$ cat config.mk
export PLATFORM = sky130hd
export DESIGN_NAME = execute_stage
export DESIGN_NICKNAME = d
export VERILOG_FILES = /design/src/rtl/execute_stage_pkg.sv /design/src/rtl/execute_stage_alu_core.sv /design/src/rtl/execute_stage.sv
export SDC_FILE = /design/constraint.sdc
export NUM_CORES = 1
export LEC_CHECK = 0
export ABC_CLOCK_PERIOD_IN_PS = 5000
export BUFFER_PORTS_ARGS = -buffer_cell sky130_fd_sc_hd__buf_2
export CAP_MARGIN = 20
export CORE_MARGIN = 5
export CORE_UTILIZATION = 40
export CTS_BUF_LIST = sky130_fd_sc_hd__clkbuf_16
export CTS_CLUSTER_SIZE = 10
export DETAILED_ROUTE_END_ITERATION = 6
export HOLD_SLACK_MARGIN = 0.02
export PLACE_DENSITY = 0.68
export SLEW_MARGIN = 20
export SYNTH_ARGS = -nofsm -noshare
export SYNTH_HDL_FRONTEND = slang
export SYNTH_SLANG_ARGS = --single-unit
$ cat constraint.sdc
create_clock -name clk -period 5 [get_ports clk]
set_input_delay 0.5 -clock clk [delete_from_list [all_inputs] [get_ports clk]]
set_output_delay 0.5 -clock clk [all_outputs]
set_load 0.05 [all_outputs]
$ cat src/rtl/execute_stage_pkg.sv
// Shared constants for the execute stage: ALU opcodes, flag positions and widths.
package execute_stage_pkg;

  localparam int DATA_W = 16;
  localparam int FLAG_W = 4;

  // ALUControl opcode encodings
  localparam logic [3:0] OP_ADD   = 4'b0000;
  localparam logic [3:0] OP_SUB   = 4'b0001;
  localparam logic [3:0] OP_AND   = 4'b0010;
  localparam logic [3:0] OP_OR    = 4'b0011;
  localparam logic [3:0] OP_SHL   = 4'b0100;
  localparam logic [3:0] OP_SHR   = 4'b0101;
  localparam logic [3:0] OP_NOT   = 4'b0110;
  localparam logic [3:0] OP_PASSB = 4'b0111;
  localparam logic [3:0] OP_INC   = 4'b1000;
  localparam logic [3:0] OP_DEC   = 4'b1001;
  localparam logic [3:0] OP_PASSA = 4'b1010;

  // Bit positions inside the {V,C,N,Z} flag vector
  localparam int FLAG_Z = 0;
  localparam int FLAG_N = 1;
  localparam int FLAG_C = 2;
  localparam int FLAG_V = 3;

  // Signed overflow of x + y given the sum: operands agree in sign, result does not.
  function automatic logic add_overflow(input logic [15:0] x, input logic [15:0] y,
                                        input logic [15:0] s);
    add_overflow = (x[15] == y[15]) && (s[15] != x[15]);
  endfunction

  // Signed overflow of x - y given the difference: operands differ in sign and
  // the result sign differs from the minuend.
  function automatic logic sub_overflow(input logic [15:0] x, input logic [15:0] y,
                                        input logic [15:0] d);
    sub_overflow = (x[15] != y[15]) && (d[15] != x[15]);
  endfunction

endpackage

$ cat src/rtl/execute_stage_alu_core.sv
// Combinational ALU: computes the result and next {V,C,N,Z} flags from the
// operands and the current condition codes (which supply every held flag).
module alu_core
  import execute_stage_pkg::*;
(
  input  logic [3:0]  op,
  input  logic [15:0] a,
  input  logic [15:0] b,
  input  logic [3:0]  shamt,
  input  logic [3:0]  ccr_in,
  output logic [15:0] result,
  output logic [3:0]  flags
);

  logic [16:0] wide_s;
  logic [15:0] result_s;
  logic [3:0]  flags_s;
  logic        update_zn_s;

  // Opcode decode; flags default to the current ccr so untouched bits are held.
  always_comb begin
    wide_s      = 17'd0;
    result_s    = a;
    flags_s     = ccr_in;
    update_zn_s = 1'b1;
    case (op)
      OP_ADD: begin
        wide_s          = {1'b0, a} + {1'b0, b};
        result_s        = wide_s[15:0];
        flags_s[FLAG_C] = wide_s[16];
        flags_s[FLAG_V] = add_overflow(a, b, wide_s[15:0]);
      end
      OP_SUB: begin
        // B - A; bit 16 of the 17-bit difference is the borrow (B < A).
        wide_s          = {1'b0, b} - {1'b0, a};
        result_s        = wide_s[15:0];
        flags_s[FLAG_C] = wide_s[16];
        flags_s[FLAG_V] = sub_overflow(b, a, wide_s[15:0]);
      end
      OP_AND: begin
        result_s = a & b;
      end
      OP_OR: begin
        result_s = a | b;
      end
      OP_SHL: begin
        // Bit 16 of the widened shift is the last bit shifted out, A[16-n].
        wide_s   = {1'b0, a} << shamt;
        result_s = wide_s[15:0];
        if (shamt != 4'd0) begin
          flags_s[FLAG_C] = wide_s[16];
        end else begin
          flags_s[FLAG_C] = ccr_in[FLAG_C];
        end
      end
      OP_SHR: begin
        // Extra low guard bit catches the last bit shifted out, A[n-1].
        wide_s   = {a, 1'b0} >> shamt;
        result_s = wide_s[16:1];
        if (shamt != 4'd0) begin
          flags_s[FLAG_C] = wide_s[0];
        end else begin
          flags_s[FLAG_C] = ccr_in[FLAG_C];
        end
      end
      OP_NOT: begin
        result_s = ~a;
      end
      OP_PASSB: begin
        result_s    = b;
        update_zn_s = 1'b0;
      end
      OP_INC: begin
        result_s        = a + 16'd1;
        flags_s[FLAG_C] = (a == 16'hFFFF);
        flags_s[FLAG_V] = (a == 16'h7FFF);
      end
      OP_DEC: begin
        result_s        = a - 16'd1;
        flags_s[FLAG_C] = (a == 16'h0000);
        flags_s[FLAG_V] = (a == 16'h8000);
      end
      OP_PASSA: begin
        result_s    = a;
        update_zn_s = 1'b0;
      end
      default: begin
        result_s    = a;
        update_zn_s = 1'b0;
      end
    endcase

    if (update_zn_s) begin
      flags_s[FLAG_Z] = (result_s == 16'h0000);
      flags_s[FLAG_N] = result_s[15];
    end else begin
      flags_s[FLAG_Z] = ccr_in[FLAG_Z];
      flags_s[FLAG_N] = ccr_in[FLAG_N];
    end
  end

  assign result = result_s;
  assign flags  = flags_s;

endmodule

$ cat src/rtl/execute_stage.sv
// Execute stage: selects operand B, runs the ALU and holds the condition-code
// register, which loads the ALU's next flags every cycle.
module execute_stage
  import execute_stage_pkg::*;
(
  input  logic        clk,
  input  logic        rst,
  input  logic        immOrReg,
  input  logic [3:0]  ALUControl,
  input  logic [15:0] RegSrc,
  input  logic [15:0] RegDst,
  input  logic [15:0] immediate,
  output logic [3:0]  newStatus,
  output logic [15:0] ALUResult,
  output logic [3:0]  ccr
);

  logic [15:0] operand_b_s;
  logic [3:0]  ccr_r;
  logic [3:0]  flags_s;
  logic [15:0] result_s;

  // Operand B source: register value or immediate.
  always_comb begin
    if (immOrReg) begin
      operand_b_s = RegDst;
    end else begin
      operand_b_s = immediate;
    end
  end

  alu_core u_alu_core (
    .op     (ALUControl),
    .a      (RegSrc),
    .b      (operand_b_s),
    .shamt  (immediate[3:0]),
    .ccr_in (ccr_r),
    .result (result_s),
    .flags  (flags_s)
  );

  // Condition-code register: cleared on reset, otherwise captures the next flags.
  always_ff @(posedge clk) begin
    if (rst) begin
      ccr_r <= 4'b0000;
    end else begin
      ccr_r <= flags_s;
    end
  end

  assign ALUResult = result_s;
  assign newStatus = flags_s;
  assign ccr       = ccr_r;

endmodule

* Yosys cells after proc, flatten, opt, wreduce, memory -nomap -nowiden
Index checks and enable logic that the tools add are counted.
** Storage, ports and cells
- Flip-flop bits (word level) :: 4
- Input port bits :: 55
- Output and inout port bits :: 24
- Word-level logic and storage cells :: 41
** Cells by class
- Add/sub/neg operators :: 4
- Eq/ne operators :: 16
- Shifts and indexed selects :: 2
- Multiplexer cells :: 8
- Bitwise logic cells :: 3
- Reductions and logical operators :: 7
** Operators by type and width (count)
- case mux 16 bit (10 select lines) :: 1
- == test 16 bit, second input constant :: 2
- zero test 16 bit :: 2
- adder 16 x 16 -> 17 bit :: 1
- << shifter 16 x 4 -> 17 bit :: 1
- right shift 17 x 4 -> 17 bit :: 1
- subtractor 16 x 16 -> 17 bit :: 1
- adder 16 x 1 -> 16 bit, second input constant :: 1
- bitwise AND 16 bit :: 1
- == test 16 x 15 -> 1 bit, second input constant :: 1
- == test 4 x 3 -> 1 bit, second input constant :: 4
- 2-to-1 mux 16 bit :: 1
- inverter 16 bit :: 1
- bitwise OR 16 bit :: 1
- subtractor 16 x 1 -> 16 bit, second input constant :: 1
- OR reduction 9 bit :: 1
- == test 4 x 2 -> 1 bit, second input constant :: 2
- == test 4 bit, second input constant :: 2
- case mux 1 bit (6 select lines) :: 1
- == test 4 x 1 -> 1 bit, second input constant :: 1
- zero test 4 bit :: 1
- case mux 1 bit (4 select lines) :: 1
- nonzero test 4 bit :: 1
- 2-to-1 mux 1 bit :: 3
- 4 further kinds :: 7

* Depth between registers and ports, before layout
- Depth after elaboration :: 5
- Gate-level depth with buffers :: 16
- Depth with buffers taken out :: 15

* Modules after synthesis
Synthesis repeated with hierarchy kept, for this count alone.
** Unflattened totals
- Cells, all modules :: 848
- Area, all modules :: 6057.1 um2
** By module, submodules not included
- alu_core :: times used 1, cells each 822, area an instance 5703.0 um2, seq. area each 0.0 um2
- execute_stage :: times used 1, cells each 26, area an instance 354.1 um2, seq. area each 80.1 um2

* Worst setup path after synthesis
OpenSTA, ideal clock, no wires.
- Kind :: input-to-output
- Start :: input immOrReg
- End :: output newStatus[0]
- Data arrival time :: 4.846 ns
- Data required time :: 4.500 ns
- Setup slack :: -0.346 ns
- Cell stages on the path :: 14
- Path buffers :: 3
- Cells stage by stage :: buf_2 -> buf_2 -> mux2i_1 -> ha_1 -> clkbuf_1 -> or4_1 -> a211oi_1 -> nor3_1 -> xor2_1 -> nand2_1 -> a41oi_1 -> a2111oi_1 -> nand4b_1 -> o41ai_2
** On the way
- Cells in the longest elaborated chain, start to end :: 5
- Elaborated cells on any way between the ends :: 8
- Those cells by class :: 2 x add/sub; 3 x mux; 2 x bitwise; 1 x reduce/logical
** RTL lines
- start, declared :: RTL line execute_stage.sv:8 : input logic immOrReg,
- 2-to-1 mux 16 bit (*) :: RTL line execute_stage.sv:25 : if (immOrReg) begin
- subtractor 16 x 16 -> 17 bit (tied with other cells) :: RTL line execute_stage_alu_core.sv:35 : wide_s = {1'b0, b} - {1'b0, a};
- case mux 16 bit (10 select lines) (*) :: RTL line execute_stage_alu_core.sv:26 : case (op)
- via ALUResult[8] :: RTL line execute_stage.sv:14 : output logic [15:0] ALUResult,
- zero test 16 bit (*) :: RTL line execute_stage_alu_core.sv:94 : flags_s[FLAG_Z] = (result_s == 16'h0000);
- 2-to-1 mux 2 bit (*) :: RTL line execute_stage_alu_core.sv:93 : if (update_zn_s) begin
- end, declared :: RTL line execute_stage.sv:13 : output logic [3:0] newStatus,
Mark *: on every way through the listed nets, which the timed path passes. The rest lies on a longest branch.

* Final worst setup path
- Start :: input immOrReg
- End :: output newStatus[0]
** On the way
- Cells in the longest elaborated chain, start to end :: 5
- Elaborated cells on any way between the ends :: 8
- Those cells by class :: 2 x add/sub; 3 x mux; 2 x bitwise; 1 x reduce/logical
** RTL lines (RTL line)
- 2-to-1 mux 16 bit (*) :: execute_stage.sv:25
- subtractor 16 x 16 -> 17 bit (tied with other cells) :: execute_stage_alu_core.sv:35
- case mux 16 bit (10 select lines) (*) :: execute_stage_alu_core.sv:26
- zero test 16 bit (*) :: execute_stage_alu_core.sv:94
- 2-to-1 mux 2 bit (*) :: execute_stage_alu_core.sv:93
Mark *: on every way between the ends. The rest lies on a longest branch, timed or not.

==> results.json <==
{
  "status": "finished clean",
  "worstMarginPinSlew_ns": 0.950,
  "synth_edf_count": 0,
  "fin_crit_ns": 4.83,
  "dr.first_iter.drc_count": 1062,
  "clock-sinks": 4,
  "avgSynthCellArea_um2": 6.74,
  "hold_viol": 0,
  "grt_pass1_vias": 7177,
  "syn-cell-area_um2": 6030,
  "dp_hpwl_um": 21100,
  "powerDensity_nw_per_um2": 144,
  "ir_drop_mv": 0.136,
  "setup_viol": 0,
  "nFillCells": 1554,
  "async_reset_ff_share_pct": 0,
  "synth_top_flop_cell": "dfxtp_1",
  "grt.total_usage_pct": 28.6,
  "final_nets": 1068,
  "postRouteWirelength_um": 27000,
  "max_freq_ghz": 0.207,
  "layout_common_cells": "nor2_1 (100), buf_2 (77), nand2_1 (72), buf_4 (63), a21oi_1 (56)",
  "yosysTopAreaCell": "ha_1",
  "synthTopCellsByArea": "ha_1 (10%), mux2i_1 (9.0%), nor2_1 (6.2%)",
  "synth_cell_types": 79,
  "firstDrtPassIters": 5,
  "num_vias": 7719,
  "overflow": 0,
  "finClkSkew_ns": 0,
  "wire_per_inst_um": 23.6,
  "power.switching_mw": 0.564,
  "p_seq_share_pct": 3.5,
  "pwr-share-clk_pct": 12.3,
  "clk_latency_ns": 0.22,
  "clockRootBuffer": "clkbuf_16",
  "clk_pin_slew_ns": 0.03,
  "core_um2": 14600,
  "cp_data_arrival_time_ns": 4.33,
  "start_util_pct": 41.2,
  "final.setup.tns_ns": 0,
  "tritoncts": "built",
  "layout.cells.non_filler": 1144,
  "critPathRequiredTime_ns": 4.50,
  "synthCells": 895,
  "ys_seq_area_share_pct": 1.33,
  "final_util_pct": 47.5,
  "drcViolationCount": 0,
  "whs_path_depth": 2,
  "htree_num_levels": 1,
  "synth_seq_cells": 4,
  "syn-num-nets": 1001,
  "vias_per_cell": 6.75,
  "cts_buffer_depth": 2,
  "crit_type": "input port to output port",
  "dieWidth_um": 133,
  "final_common_cell": "nor2_1",
  "gp_congestion": 0.998,
  "drv_slew": 0,
  "p_int_mw": 0.436,
  "synth-warning-count": 0,
  "maxCapViolCount": 0,
  "critPathLaunchType": "input port",
  "fin_crit_sh_pct": 96.6,
  "io-pin-count": 79,
  "antenna_found_initial": 0,
  "port_buffers": 78,
  "grt_max_degree": 48,
  "die_h_um": 133,
  "die-area_um2": 17600,
  "synth.top_cell.area_share_pct": 10.2,
  "largest_register_ffs": 4,
  "p_leak_nw": 2.97,
  "max_slew_margin_pct": 36.5,
  "cp-end-kind": "output port",
  "reg2reg_depth": 6,
  "rows": 44,
  "power.total_mw": 1.00,
  "syn_to_final_growth_pct": 15.3,
  "numCtsBuffers": 3,
  "swShare_pct": 56.4,
  "grt_first_pass_wirelength_um": 40700,
  "cp_max_fo": 9,
  "pwr-share-comb_pct": 84.2,
  "hp-class": "input port to flip-flop",
  "drtAntennaViolNets": 0,
  "num_antenna_cells": 0,
  "layout-drive-gt1-share_pct": 20.2,
  "dp_cells": 1140
}
-- repair_timing --
item,CTS,global route
hold buffers,0,0
buffers inserted,0,1
endpoints found under the setup margin,1,1
gates resized for setup,1,7
pin swaps,1,1
-- cell families after synthesis --
family / after synthesis / share of synthesized area [%]
DFF: 4 / 1.33
xor gates and xnor gates: 15 / 2.18
buffers and inverters: 130 / 9.15
and+or+nand+nor: 359 / 30.4
adders and majority gates: 51 / 10.8
AOI/OAI and AO/OA: 254 / 28.9
muxes: 82 / 17.2
-- power by group through the flow --
stage / combinational (mW) / sequential (mW) / clock, mW
2_1_floorplan: 0.550 / 0.0419 / 0
3_3_place_gp: 0.808 / 0.0355 / 0
3_5_place_dp: 0.811 / 0.0356 / 0
4_1_cts: 0.815 / 0.0352 / 0.125
5_1_grt: 0.891 / 0.0354 / 0.127
6_report: 0.842 / 0.0351 / 0.123
-- worst max-delay path, stage by stage --
cell and delay (ns):
buf_2 0.20, mux2_2 0.39, inv_1 0.09, ha_1 0.32
or4_1 0.54, a211oi_1 0.26, o31ai_1 0.15, and3_1 0.18
o21ai_0 0.28, a31oi_4 0.14, a2111oi_2 0.42, nand4b_1 0.15
buf_4 0.18, o41ai_4 0.27, buf_4 0.25
-- Yosys cell counts, types with 8 or more instances --
cell type  number
a21oi_1        56
or3_1          15
o22ai_1        11
nor2b_1        16
o21a_1          8
and3_1         14
a211oi_1       16
a21o_1         11
ha_1           49
xnor2_1        12
nand3_1        25
inv_1          46
nand2_1        72
mux4_2         16
mux2_2         12
a31oi_1        16
buf_2          21
nor2_1        100
or4_1           9
nor3_1         26
nand3b_1        8
nor4_1         12
o21ai_0        44
nand2b_1       15
nand4_1        18
mux2i_1        54
clkbuf_1       52
o211ai_1       11
-- routing by layer --
metal	vias up	wire [um]	part of all wire, %	track usage, %
li1	3484	-	-	-
met1	3598	10900	40	37.9
met2	535	11400	42	44.2
met3	100	3240	12	6.26
met4	2	1410	5.2	12.5
met5	-	67	0.25	2.78
-- layout make-up --
| type | instances | area [um^2] | share of cell area [%] |
|---|---|---|---|
| Inverter | 49 | 184 | 2.64 |
| Clock buffer | 3 | 75.1 | 1.08 |
| Timing Repair Buffer | 143 | 918 | 13.2 |
| Sequential cell | 4 | 80.1 | 1.15 |
| Tap cell | 184 | 230 | 3.31 |
| Multi-Input combinational cell | 761 | 5470 | 78.6 |
-- path summary, 6_finish.rpt --
check	slack [ns]	start	endpoint
max	0.17	immOrReg	newStatus[0]
min	0.51	rst	ccr[3]
max reg2reg	3.68	ccr[2]	ccr[2]
min reg2reg	0.55	ccr[3]	ccr[3]
-- per-stage QoR --
stage | worst slack, ns | hold WS, ns | cell area (um^2)
final | 0.170 | 0.513 | 6960
after global routing | -0.00626 | 0.517 | 6960
after CTS | 0.00730 | 0.514 | 6930
after detailed placement | -0.0303 | 0.554 | 6850
after global placement | 0.0896 | 0.525 | 6850
after floorplan | 0.0186 | 0.572 | 6080
Note: power is estimated with default switching activity, not from simulation.
